## src/rtl/spi_ram_target_if.sv

```systemverilog
// spi_ram_target_if: SPI pin bundle between an initiator and the RAM target.
// The master modport is the initiator side and the slave modport is the target side.
interface spi_ram_target_if;
   logic spi_clk;
   logic spi_select;
   logic spi_mosi;
   logic spi_miso;
   logic active;
   logic cmd_err;

   modport master (
      output spi_clk,
      output spi_select,
      output spi_mosi,
      input  spi_miso,
      input  active,
      input  cmd_err
   );

   modport slave (
      input  spi_clk,
      input  spi_select,
      input  spi_mosi,
      output spi_miso,
      output active,
      output cmd_err
   );
endinterface

```

## src/rtl/spi_ram_target.sv

```systemverilog
// spi_ram_target: SPI mode-0 target that exposes a byte-wide RAM.
// Supported commands are 0x03 READ and 0x02 WRITE. Each is followed by a
// 16-bit address and then streams bytes, and the address wraps at MEM_BYTES.
// SPI pins are oversampled in the clk domain, so spi_clk must be slow
// enough for the synchronizers: at least 8 clk per spi_clk period.
// Optional feature macro: SPI_RAM_TARGET_RDSR_EN adds command 0x05, which
// returns the mode register value 0x40 repeatedly until deselect.
module spi_ram_target #(
   parameter int MEM_BYTES       = 64,
   parameter int SCK_SYNC_STAGES = 2
) (
   input  logic            clk,
   input  logic            rst_n,
   spi_ram_target_if.slave spi
);

   localparam int ADDR_W = (MEM_BYTES > 1) ? $clog2(MEM_BYTES) : 1;
   localparam int ARM_W  = $clog2(SCK_SYNC_STAGES + 2);
   localparam logic [ARM_W-1:0] ARM_LIMIT = ARM_W'(SCK_SYNC_STAGES + 1);

   localparam logic [2:0] ST_IDLE   = 3'd0;
   localparam logic [2:0] ST_CMD    = 3'd1;
   localparam logic [2:0] ST_ADDR   = 3'd2;
   localparam logic [2:0] ST_READ   = 3'd3;
   localparam logic [2:0] ST_WRITE  = 3'd4;
   localparam logic [2:0] ST_IGNORE = 3'd5;
`ifdef SPI_RAM_TARGET_RDSR_EN
   localparam logic [2:0] ST_RDSR   = 3'd6;
   localparam logic [7:0] CMD_RDSR  = 8'h05;
   localparam logic [7:0] RDSR_VAL  = 8'h40;
`endif
   localparam logic [7:0] CMD_READ  = 8'h03;
   localparam logic [7:0] CMD_WRITE = 8'h02;

   // Synchronizer chains and previous-sample flops for edge detection
   logic [SCK_SYNC_STAGES-1:0] sclk_sync_q;
   logic [SCK_SYNC_STAGES-1:0] sel_sync_q;
   logic [SCK_SYNC_STAGES-1:0] mosi_sync_q;
   logic                       sclk_prev_q;
   logic                       sel_prev_q;
   logic [ARM_W-1:0]           arm_cnt_q;

   // Protocol state
   logic [2:0]        state_q,   state_d;
   logic [4:0]        bit_cnt_q, bit_cnt_d;
   logic [15:0]       shift_q,   shift_d;
   logic              is_read_q, is_read_d;
   logic [ADDR_W-1:0] addr_q,    addr_d;
   logic [7:0]        out_q,     out_d;
   logic              skip_q,    skip_d;
   logic              miso_q,    miso_d;
   logic              active_q;
   logic              cmd_err_q;

   logic [7:0]        mem_q [MEM_BYTES];

   logic              sclk_s, sel_s, mosi_s;
   logic              armed_s;
   logic              sel_fall_s, sel_rise_s, sclk_rise_s, sclk_fall_s;
   logic [15:0]       shift_in_s;
   logic [ADDR_W-1:0] addr_inc_s;
   logic              wr_en_s;
   logic              cmd_err_s;

   assign sclk_s      = sclk_sync_q[SCK_SYNC_STAGES-1];
   assign sel_s       = sel_sync_q[SCK_SYNC_STAGES-1];
   assign mosi_s      = mosi_sync_q[SCK_SYNC_STAGES-1];
   assign armed_s     = (arm_cnt_q == ARM_LIMIT);
   assign sel_fall_s  = sel_prev_q & ~sel_s;
   assign sel_rise_s  = ~sel_prev_q & sel_s;
   // spi_clk edges are only meaningful while the target is selected
   assign sclk_rise_s = ~sclk_prev_q & sclk_s & ~sel_s;
   assign sclk_fall_s = sclk_prev_q & ~sclk_s & ~sel_s;
   assign shift_in_s  = {shift_q[14:0], mosi_s};
   assign addr_inc_s  = addr_q + ADDR_W'(1);

   assign spi.spi_miso = miso_q;
   assign spi.active   = active_q;
   assign spi.cmd_err  = cmd_err_q;

   // Input synchronizers, edge history, and arming after reset. The target
   // is armed only once select has been seen high for longer than the
   // synchronizer depth, so a select held low through reset is not taken
   // as the start of a command.
   always_ff @(posedge clk or negedge rst_n) begin
      if (!rst_n) begin
         sclk_sync_q <= {SCK_SYNC_STAGES{1'b0}};
         sel_sync_q  <= {SCK_SYNC_STAGES{1'b1}};
         mosi_sync_q <= {SCK_SYNC_STAGES{1'b0}};
         sclk_prev_q <= 1'b0;
         sel_prev_q  <= 1'b1;
         arm_cnt_q   <= {ARM_W{1'b0}};
      end else begin
         sclk_sync_q[0] <= spi.spi_clk;
         sel_sync_q[0]  <= spi.spi_select;
         mosi_sync_q[0] <= spi.spi_mosi;
         for (int i = 1; i < SCK_SYNC_STAGES; i++) begin
            sclk_sync_q[i] <= sclk_sync_q[i-1];
            sel_sync_q[i]  <= sel_sync_q[i-1];
            mosi_sync_q[i] <= mosi_sync_q[i-1];
         end
         sclk_prev_q <= sclk_s;
         sel_prev_q  <= sel_s;
         if (armed_s) begin
            arm_cnt_q <= arm_cnt_q;
         end else if (sel_s) begin
            arm_cnt_q <= arm_cnt_q + ARM_W'(1);
         end else begin
            arm_cnt_q <= {ARM_W{1'b0}};
         end
      end
   end

   // Next-state logic: a select rising edge aborts everything and takes
   // priority over any simultaneous spi_clk edge.
   always_comb begin
      state_d   = state_q;
      bit_cnt_d = bit_cnt_q;
      shift_d   = shift_q;
      is_read_d = is_read_q;
      addr_d    = addr_q;
      out_d     = out_q;
      skip_d    = skip_q;
      wr_en_s   = 1'b0;
      cmd_err_s = 1'b0;
      if ((state_q != ST_IDLE) && sel_rise_s) begin
         state_d   = ST_IDLE;
         bit_cnt_d = 5'd0;
      end else begin
         case (state_q)
            ST_IDLE: begin
               if (sel_fall_s && armed_s) begin
                  state_d   = ST_CMD;
                  bit_cnt_d = 5'd0;
                  shift_d   = 16'h0000;
               end else begin
                  state_d = ST_IDLE;
               end
            end
            ST_CMD: begin
               if (sclk_rise_s) begin
                  shift_d = shift_in_s;
                  if (bit_cnt_q == 5'd7) begin
                     bit_cnt_d = 5'd0;
                     case (shift_in_s[7:0])
                        CMD_READ: begin
                           state_d   = ST_ADDR;
                           is_read_d = 1'b1;
                        end
                        CMD_WRITE: begin
                           state_d   = ST_ADDR;
                           is_read_d = 1'b0;
                        end
`ifdef SPI_RAM_TARGET_RDSR_EN
                        CMD_RDSR: begin
                           state_d = ST_RDSR;
                           out_d   = RDSR_VAL;
                           skip_d  = 1'b1;
                        end
`endif
                        default: begin
                           state_d   = ST_IGNORE;
                           cmd_err_s = 1'b1;
                        end
                     endcase
                  end else begin
                     bit_cnt_d = bit_cnt_q + 5'd1;
                  end
               end else begin
                  state_d = ST_CMD;
               end
            end
            ST_ADDR: begin
               if (sclk_rise_s) begin
                  shift_d = shift_in_s;
                  if (bit_cnt_q == 5'd15) begin
                     bit_cnt_d = 5'd0;
                     addr_d    = shift_in_s[ADDR_W-1:0];
                     if (is_read_q) begin
                        state_d = ST_READ;
                        out_d   = mem_q[shift_in_s[ADDR_W-1:0]];
                        skip_d  = 1'b1;
                     end else begin
                        state_d = ST_WRITE;
                     end
                  end else begin
                     bit_cnt_d = bit_cnt_q + 5'd1;
                  end
               end else begin
                  state_d = ST_ADDR;
               end
            end
            ST_READ: begin
               // The falling edge that closes the last address bit must not
               // shift: the MSB is still owed to the next rising edge.
               if (sclk_fall_s) begin
                  if (skip_q) begin
                     skip_d = 1'b0;
                  end else if (bit_cnt_q == 5'd7) begin
                     bit_cnt_d = 5'd0;
                     addr_d    = addr_inc_s;
                     out_d     = mem_q[addr_inc_s];
                  end else begin
                     bit_cnt_d = bit_cnt_q + 5'd1;
                     out_d     = {out_q[6:0], 1'b0};
                  end
               end else begin
                  state_d = ST_READ;
               end
            end
`ifdef SPI_RAM_TARGET_RDSR_EN
            ST_RDSR: begin
               if (sclk_fall_s) begin
                  if (skip_q) begin
                     skip_d = 1'b0;
                  end else if (bit_cnt_q == 5'd7) begin
                     bit_cnt_d = 5'd0;
                     out_d     = RDSR_VAL;
                  end else begin
                     bit_cnt_d = bit_cnt_q + 5'd1;
                     out_d     = {out_q[6:0], 1'b0};
                  end
               end else begin
                  state_d = ST_RDSR;
               end
            end
`endif
            ST_WRITE: begin
               if (sclk_rise_s) begin
                  shift_d = shift_in_s;
                  if (bit_cnt_q == 5'd7) begin
                     bit_cnt_d = 5'd0;
                     wr_en_s   = 1'b1;
                     addr_d    = addr_inc_s;
                  end else begin
                     bit_cnt_d = bit_cnt_q + 5'd1;
                  end
               end else begin
                  state_d = ST_WRITE;
               end
            end
            ST_IGNORE: begin
               state_d = ST_IGNORE;
            end
            default: begin
               state_d   = ST_IDLE;
               bit_cnt_d = 5'd0;
            end
         endcase
      end
   end

   // MISO follows the output shifter only while a read-type state is next
   always_comb begin
      miso_d = 1'b0;
      if (state_d == ST_READ) begin
         miso_d = out_d[7];
`ifdef SPI_RAM_TARGET_RDSR_EN
      end else if (state_d == ST_RDSR) begin
         miso_d = out_d[7];
`endif
      end else begin
         miso_d = 1'b0;
      end
   end

   // Protocol state and registered outputs
   always_ff @(posedge clk or negedge rst_n) begin
      if (!rst_n) begin
         state_q   <= ST_IDLE;
         bit_cnt_q <= 5'd0;
         shift_q   <= 16'h0000;
         is_read_q <= 1'b0;
         addr_q    <= {ADDR_W{1'b0}};
         out_q     <= 8'h00;
         skip_q    <= 1'b0;
         miso_q    <= 1'b0;
         active_q  <= 1'b0;
         cmd_err_q <= 1'b0;
      end else begin
         state_q   <= state_d;
         bit_cnt_q <= bit_cnt_d;
         shift_q   <= shift_d;
         is_read_q <= is_read_d;
         addr_q    <= addr_d;
         out_q     <= out_d;
         skip_q    <= skip_d;
         miso_q    <= miso_d;
         active_q  <= (state_d != ST_IDLE);
         cmd_err_q <= cmd_err_s;
      end
   end

   // Backing store: never reset, so committed bytes survive a reset
   always_ff @(posedge clk) begin
      if (wr_en_s) begin
         mem_q[addr_q] <= shift_in_s[7:0];
      end
   end

endmodule

```

## src/flat_wrapper.sv

```systemverilog
// flat-port wrapper written by rule: the top's interface ports become plain ports
module spi_ram_target_flat 
#(
   parameter int MEM_BYTES       = 64,
   parameter int SCK_SYNC_STAGES = 2
)
  (clk, rst_n, spi_spi_clk, spi_spi_select, spi_spi_mosi, spi_spi_miso, spi_active, spi_cmd_err);
  spi_ram_target_if spi_i ();
  input  logic clk;
  input  logic rst_n;
  input wire logic [$bits(spi_i.spi_clk)-1:0] spi_spi_clk;
  input wire logic [$bits(spi_i.spi_select)-1:0] spi_spi_select;
  input wire logic [$bits(spi_i.spi_mosi)-1:0] spi_spi_mosi;
  output wire logic [$bits(spi_i.spi_miso)-1:0] spi_spi_miso;
  output wire logic [$bits(spi_i.active)-1:0] spi_active;
  output wire logic [$bits(spi_i.cmd_err)-1:0] spi_cmd_err;
  assign spi_i.spi_clk = spi_spi_clk;
  assign spi_i.spi_select = spi_spi_select;
  assign spi_i.spi_mosi = spi_spi_mosi;
  assign spi_spi_miso = spi_i.spi_miso;
  assign spi_active = spi_i.active;
  assign spi_cmd_err = spi_i.cmd_err;
  spi_ram_target #(.MEM_BYTES(MEM_BYTES), .SCK_SYNC_STAGES(SCK_SYNC_STAGES)) u_core (.clk(clk), .rst_n(rst_n), .spi(spi_i));
endmodule
```

## config.mk

```make
export PLATFORM = sky130hd
export DESIGN_NAME = spi_ram_target_flat
export DESIGN_NICKNAME = d
export VERILOG_FILES = /design/src/rtl/spi_ram_target_if.sv /design/src/rtl/spi_ram_target.sv /design/src/flat_wrapper.sv
export SDC_FILE = /design/constraint.sdc
export NUM_CORES = 1
export LEC_CHECK = 0
export BUFFER_PORTS_ARGS = -buffer_cell sky130_fd_sc_hd__buf_2
export CORE_ASPECT_RATIO = 0.7
export CORE_MARGIN = 2
export CORE_UTILIZATION = 55
export CTS_CLUSTER_DIAMETER = 50
export DETAILED_ROUTE_END_ITERATION = 6
export PLACE_DENSITY_LB_ADDON = 0.12
export SLEW_MARGIN = 25
export SYNTH_ARGS = -nofsm -noshare
export SYNTH_HDL_FRONTEND = slang
export SYNTH_SLANG_ARGS = --single-unit
```

## constraint.sdc

```tcl
create_clock -name clk -period 3.45 [get_ports clk]
set_input_delay 0.5175 -clock clk [delete_from_list [all_inputs] [get_ports clk]]
set_output_delay 0.5175 -clock clk [all_outputs]
set_load 0.02 [all_outputs]
```

# Yosys cells after proc, flatten, opt, wreduce, memory -nomap -nowiden
# Memory sizes are Yosys's and may differ from the RTL's.
# Index checks and enable logic that the tools add are counted.
[classes]
n_div = 0
n_lt_le_gt_ge = 0
mul = 0
addsub = 3
n_bitwise = 11
mux = 57
reduce_logical = 18
shift = 0
n_eq_ne = 25
[op_table]
columns = ["op", "count"]
rows = [
  ["$mux 8", 7],
  ["$mux 5", 8],
  ["$mux 6", 6],
  ["$mux 3", 9],
  ["$pmux 5 s5", 1],
  ["$pmux 3 s6", 1],
  ["$pmux 6 s3", 1],
  ["$mux 1", 17],
  ["$eq 8x2->1 const B", 2],
  ["$ne 2x1->1 const B", 8],
  ["$pmux 8 s2", 1],
  ["$mux 7", 2],
  ["$pmux 7 s2", 1],
  ["$reduce_and 7->1", 2],
  ["$ne 3x1->1 const B", 4],
  ["$reduce_and 6->1", 2],
  ["$eq 3x2->1 const B", 3],
  ["$reduce_bool 3->1", 3],
  ["$add 6x1->6 const B", 1],
  ["$and 1x1->1", 6],
  ["$eq 3x3->1 const B", 2],
  ["$reduce_bool 2->1", 3],
  ["$add 5x1->5 const B", 1],
  ["$eq 5x3->1 const B", 1],
  ["other kinds (15)", 22],
]
[totals]
rom_bits = 0
mem_count = 1
ff_bits = 44
ram_bits = 512
latch_bits = 0
word_cells = 132
[mem_list]
columns = ["name", "words", "width", "read_ports", "rd_ports_with_merged_regs", "write_ports", "line", "text"]
rows = [
  ["u_core.mem_q", 64, 8, 2, 0, 1, "spi_ram_target.sv:55", "logic [7:0] mem_q [MEM_BYTES];"],
]

# Depth between registers and ports, before layout
[logic_depth]
ltp_word = 9
mapped_depth = 11
mapped_depth_nobuf = 10

# Worst setup path after synthesis
# OpenSTA, ideal clock, no wires.
[synth_path]
kind = "flip-flop to flip-flop"
from = "register u_core.shift_q[0]"
to = "register u_core.out_q[1]"
path_stages_with_launch = 9
setup_time_ps = 121
path_buffers = 3
slack_ps = 350
arrival_time_ps = 2979
t_required_ps = 3329
path_cell_list = "dfrtp_1 buf_2 buf_4 buf_2 mux4_2 a221oi_1 o21ai_0 nand4_1 a21oi_1"
[synth_between]
elab_chain_len = 5
[synth_rtl]
columns = ["element", "line", "text"]
rows = [
  ["from (decl)", "spi_ram_target.sv:46", "logic [15:0] shift_q, shift_d;"],
  ["from (signal assigned)", "spi_ram_target.sv:283", "shift_q <= shift_d;"],
  ["$mem_v2 64x8", "-", ""],
  ["$mux 8", "spi_ram_target.sv:179", "if (is_read_q) begin"],
  ["$mux 8", "spi_ram_target.sv:176", "if (bit_cnt_q == 5'd15) begin"],
  ["$mux 8", "spi_ram_target.sv:174", "if (sclk_rise_s) begin"],
  ["$pmux 8 s2", "spi_ram_target.sv:130", "case (state_q)"],
  ["to (signal assigned)", "spi_ram_target.sv:286", "out_q <= out_d;"],
  ["to (decl)", "spi_ram_target.sv:49", "logic [7:0] out_q, out_d;"],
]
# No other way between the ends. The select of a mux whose other input is x is not followed.
# A chain may end at the register's enable or synchronous reset.

# Worst setup path after layout
[layout_path]
from = "register u_core.shift_q[1]"
to = "register u_core.miso_q (netlist: u_core.spi.spi_miso)"
[layout_between]
word_cells_on_any_way = 16
[layout_lines]
columns = ["element", "line", "text"]
rows = [
  ["$mem_v2 64x8", "-", ""],
  ["$mux 8", "spi_ram_target.sv:179", ""],
  ["$mux 8", "spi_ram_target.sv:176", ""],
  ["$mux 8", "spi_ram_target.sv:174", ""],
  ["$pmux 8 s2", "spi_ram_target.sv:130", ""],
  ["$mux 8", "spi_ram_target.sv:126", "if ((state_q != ST_IDLE) && sel_rise_s) begin"],
  ["via u_core.out_d[7]", "spi_ram_target.sv:49", ""],
  ["$mux 1", "spi_ram_target.sv:256", "if (state_d == ST_READ) begin"],
  ["via u_core.miso_d", "spi_ram_target.sv:51", "logic miso_q, miso_d;"],
  ["to (signal assigned)", "spi_ram_target.sv:288", "miso_q <= miso_d;"],
  ["to (decl)", "spi_ram_target.sv:51", ""],
]
# The timed path passes the listed nets, and every way through them passes these cells. The select of a mux whose other input is x is not followed.

==> summary.txt <==
Outcome
  – Outcome: completed

Worst setup path
  – Max stage delay cell, worst path: dfrtp_2
  – Worst setup SP type: flip-flop
  – Critical path required time: 3.97 ns
  – Crit path kind: reg2reg
  – Crit-path cells: buf_4 -> nor2b_1 -> buf_4 -> a22oi_1 -> a21oi_1 -> a21oi_1 -> nand3_1 -> a311o_2 -> nor3b_1
  – Critical Path AT: 3.77 ns
  – Crit. End Element: flip-flop
  – Crit Path Max Fanout: 33
  – Max stage delay on crit path: 0.84 ns

GRT
  – Largest net degree at the start of global routing: 67
  – First-pass GRT wire length: 108 mm
  – Antenna violations before repair: 0
  – Grt ovf: 0
  – Number of global-route vias before repair: 15799
  – Global-route usage over all layers: 30.2%

Detailed routing
  – Drt total wl: 73.4 mm
  – Drt wl/cell: 32.2 microns
  – DR WL met2: 31.5 mm
  – DR vias/cell: 7.15
  – Met1 WL: 31.3 mm
  – Max Used Layer: met4
  – DRT iter0 DRCs: 2526
  – Via count: 16284
  – Drt first pass iters: 5
  – DR WL met3: 8.68 mm
  – Final ANT Viol Nets: 0
  – Drt drc: 0

Die
  – Core footprint: 46800 sq um
  – Io pins: 8
  – Rows: 66
  – Die ar.: 49600 sq um
  – Die width: 265 microns
  – Initial Utilization: 56.1%
  – DIE HEIGHT: 187 microns

Finish
  – Storage cell area: 16500 sq um
  – Layout cell share with drive strength beyond 1: 31.0%
  – Final Core Density: 63.1%
  – Layout area overhead: 12.4%
  – Fillers: 3300
  – Multi-input gate area: 9290 sq um
  – Final Cell Area: 29500 sq um
  – Final net count: 1631

Yosys
  – Register area share after synthesis: 62.7%
  – Synth area leader: edfxtp_1
  – Asr flop ratio synth: 7.91%
  – EDFF count, synth: 512
  – Synth Flop Type: edfxtp_1
  – Synth top area cells: edfxtp_1, mux4_2, dfrtp_1, nand2_1, mux2i_1
  – Netlist cell types: 61
  – Post-Syn Nets: 1534
  – Synthesized area: 26300 sq um
  – Synth top area share: 58.5%
  – Yosys reg bits: 556
  – Avg Cell Area, Syn: 17.2 sq um
  – Cells after Synth: 1524
  – Yosys warning count: 0

CTS
  – Worst-path clk slew: 0.07 ns
  – Root Driver: clkbuf_16
  – Total clock sinks: 556
  – Clock Latency Late Sink: 0.62 ns
  – CTS tree: yes
  – Clk buf depth: 3
  – Total CTS buffers: 52
  – H-tree levels: 2

Min path
  – Min-delay worst type: in2async

Timing
  – Hold Worst Slack: 0.0212 ns
  – RSZ-0062 raised after global routing: no
  – Final Hold Viols: 0
  – Setup ws final: 0.200 ns
  – Clk_skew: 0.0197 ns
  – Achievable Freq: 0.308 GHz
  – Fin crit period: 3.25 ns
  – Period utilization: 94.2%
  – Slew Limit Fails: 0
  – Setup Viol. Count Final: 0
  – Worst-Margin Slew: 0.934 ns
  – Worst slew margin: 37.2%

Power and ir drop
  – Peak VDD IR: 493 uV
  – Power Dens Cells: 490 nW/um^2
  – Leak: 9.19 nW

Place
  – DP HPWL: 49.5 mm
  – Gpl congestion: 0.957
  – DP Area: 27800 sq um
  – IO buf count: 7
  – DP Worst Slack: -0.0434 ns

Flow run
  – Max-Cap Viols: 0
-- final cells by class --
class                   count  share of cell area (%)
inverters                  14                   0.178
clock inverters            33                    1.14
flip-flops and latches    556                    55.9
clock buffers              65                    4.65
well taps                 612                    2.59
diodes                      1                 0.00848
repair buffers            148                    4.07
multi-input cells         849                    31.5
-- sequential cells by signal, summed over array words and instances, names as in the netlist, 2 cells and up --
| name | cells |
|---|---|
| u_core.mem_q | 512 |
| u_core.out_q | 8 |
| u_core.shift_q | 7 |
| u_core.addr_q | 6 |
| u_core.bit_cnt_q | 5 |
| u_core.state_q | 3 |
| u_core.arm_cnt_q | 2 |
| u_core.mosi_sync_q | 2 |
| u_core.sclk_sync_q | 2 |
| u_core.sel_sync_q | 2 |
-- final timing paths --
check                                       from                     to  slack (ns)  cells after the start
setup / recovery               u_core.shift_q[1]    u_core.spi.spi_miso        0.20                      9
hold / removal                             rst_n      u_core.state_q[1]        0.02                      1
setup reg to reg               u_core.shift_q[1]    u_core.spi.spi_miso        0.20                      9
hold reg to reg            u_core.sclk_sync_q[0]  u_core.sclk_sync_q[1]        0.35                      0
max in group asynchronous                  rst_n        u_core.out_q[1]        2.68                      2
min in group clk           u_core.sclk_sync_q[0]  u_core.sclk_sync_q[1]        0.35                      0
-- cell families after synthesis --
kind of cell / synth area share [%]
buffers and inverters: 2.15
and+or+nand+nor: 6.36
DFF: 62.7
xor gates and xnor gates: 0.200
adders and majority gates: 0.238
AOI/OAI and AO/OA: 4.43
muxes: 23.9
-- power breakdown --
group          switching [mW]  internal (mW)  total [mW]
combinational           0.610          0.517        1.13
sequential              0.103           7.40        7.50
clock                    2.56           3.28        5.85
total                    3.28           11.2        14.5
-- per-layer routing --
metal  up-vias  GRT usage, %
met3       129          7.11
met4         0          8.17
met2      1051          41.7
met1      8578          48.6
met5         -             0
li1       6526             -
-- placed cells by master, fill, tap and decap left out, drive strengths merged, types with 6 or more instances in the layout --
master  instances
nand4          36
a22oi          23
bufinv          6
nor3            9
and3            7
mux4          257
a32oi           6
mux2            7
a311oi         13
nand3          31
buf           145
nand2b          7
nor2b          11
a211oi         10
clkinv         19
edfxtp        512
o21ai          34
inv            17
clkbuf         65
mux2i          41
nand2         130
nor2           99
a21oi          35
a221oi          7
o31ai           8
dfrtp          41
o22ai          13
-- synth_stat cells (5+ instances only) --
| master | count |
|---|---|
| nand4_1 | 36 |
| nand2_1 | 130 |
| a311oi_1 | 13 |
| and3_1 | 7 |
| nor3_1 | 9 |
| a32oi_1 | 6 |
| o21ai_0 | 32 |
| buf_2 | 37 |
| clkbuf_1 | 35 |
| nor2_1 | 99 |
| a211oi_1 | 10 |
| a221oi_1 | 6 |
| buf_1 | 16 |
| mux2_2 | 7 |
| nand3_1 | 31 |
| edfxtp_1 | 512 |
| nand2b_1 | 7 |
| a21oi_1 | 35 |
| a22oi_1 | 23 |
| inv_1 | 13 |
| buf_4 | 15 |
| ha_1 | 5 |
| nand3b_1 | 5 |
| mux4_2 | 257 |
| mux2i_1 | 41 |
| dfrtp_1 | 41 |
| o22ai_1 | 13 |
| nor2b_1 | 11 |
| o31ai_1 | 8 |
-- what timing repair did --
item,4_1_cts,5_1_grt
hold endpoints to repair,3,0
hold buffers,3,0
gates resized for setup,1,2
setup buffers,0,0
gates cloned,0,0
setup endpoints to repair,1,2
-- worst max-delay path: cells and delay by family (launching register included) --
kind	cells	cell delay [ns]
AOI/OAI and AO/OA	4	0.63
buffers and inverters	2	0.69
DFF	1	0.84
and+or+nand+nor	3	0.96
-- through the flow --
stage | std cells | power, mW | setup TNS, ns
final | 2278 | 14.5 | 0
after global routing | 2277 | 14.9 | 0
after CTS | 2277 | 14.5 | 0
after detailed placement | 2176 | 8.78 | -0.0434
after global placement | 2176 | 8.76 | 0
after floorplan | 1524 | 8.45 | 0
Power figures use the tool's default switching activity.
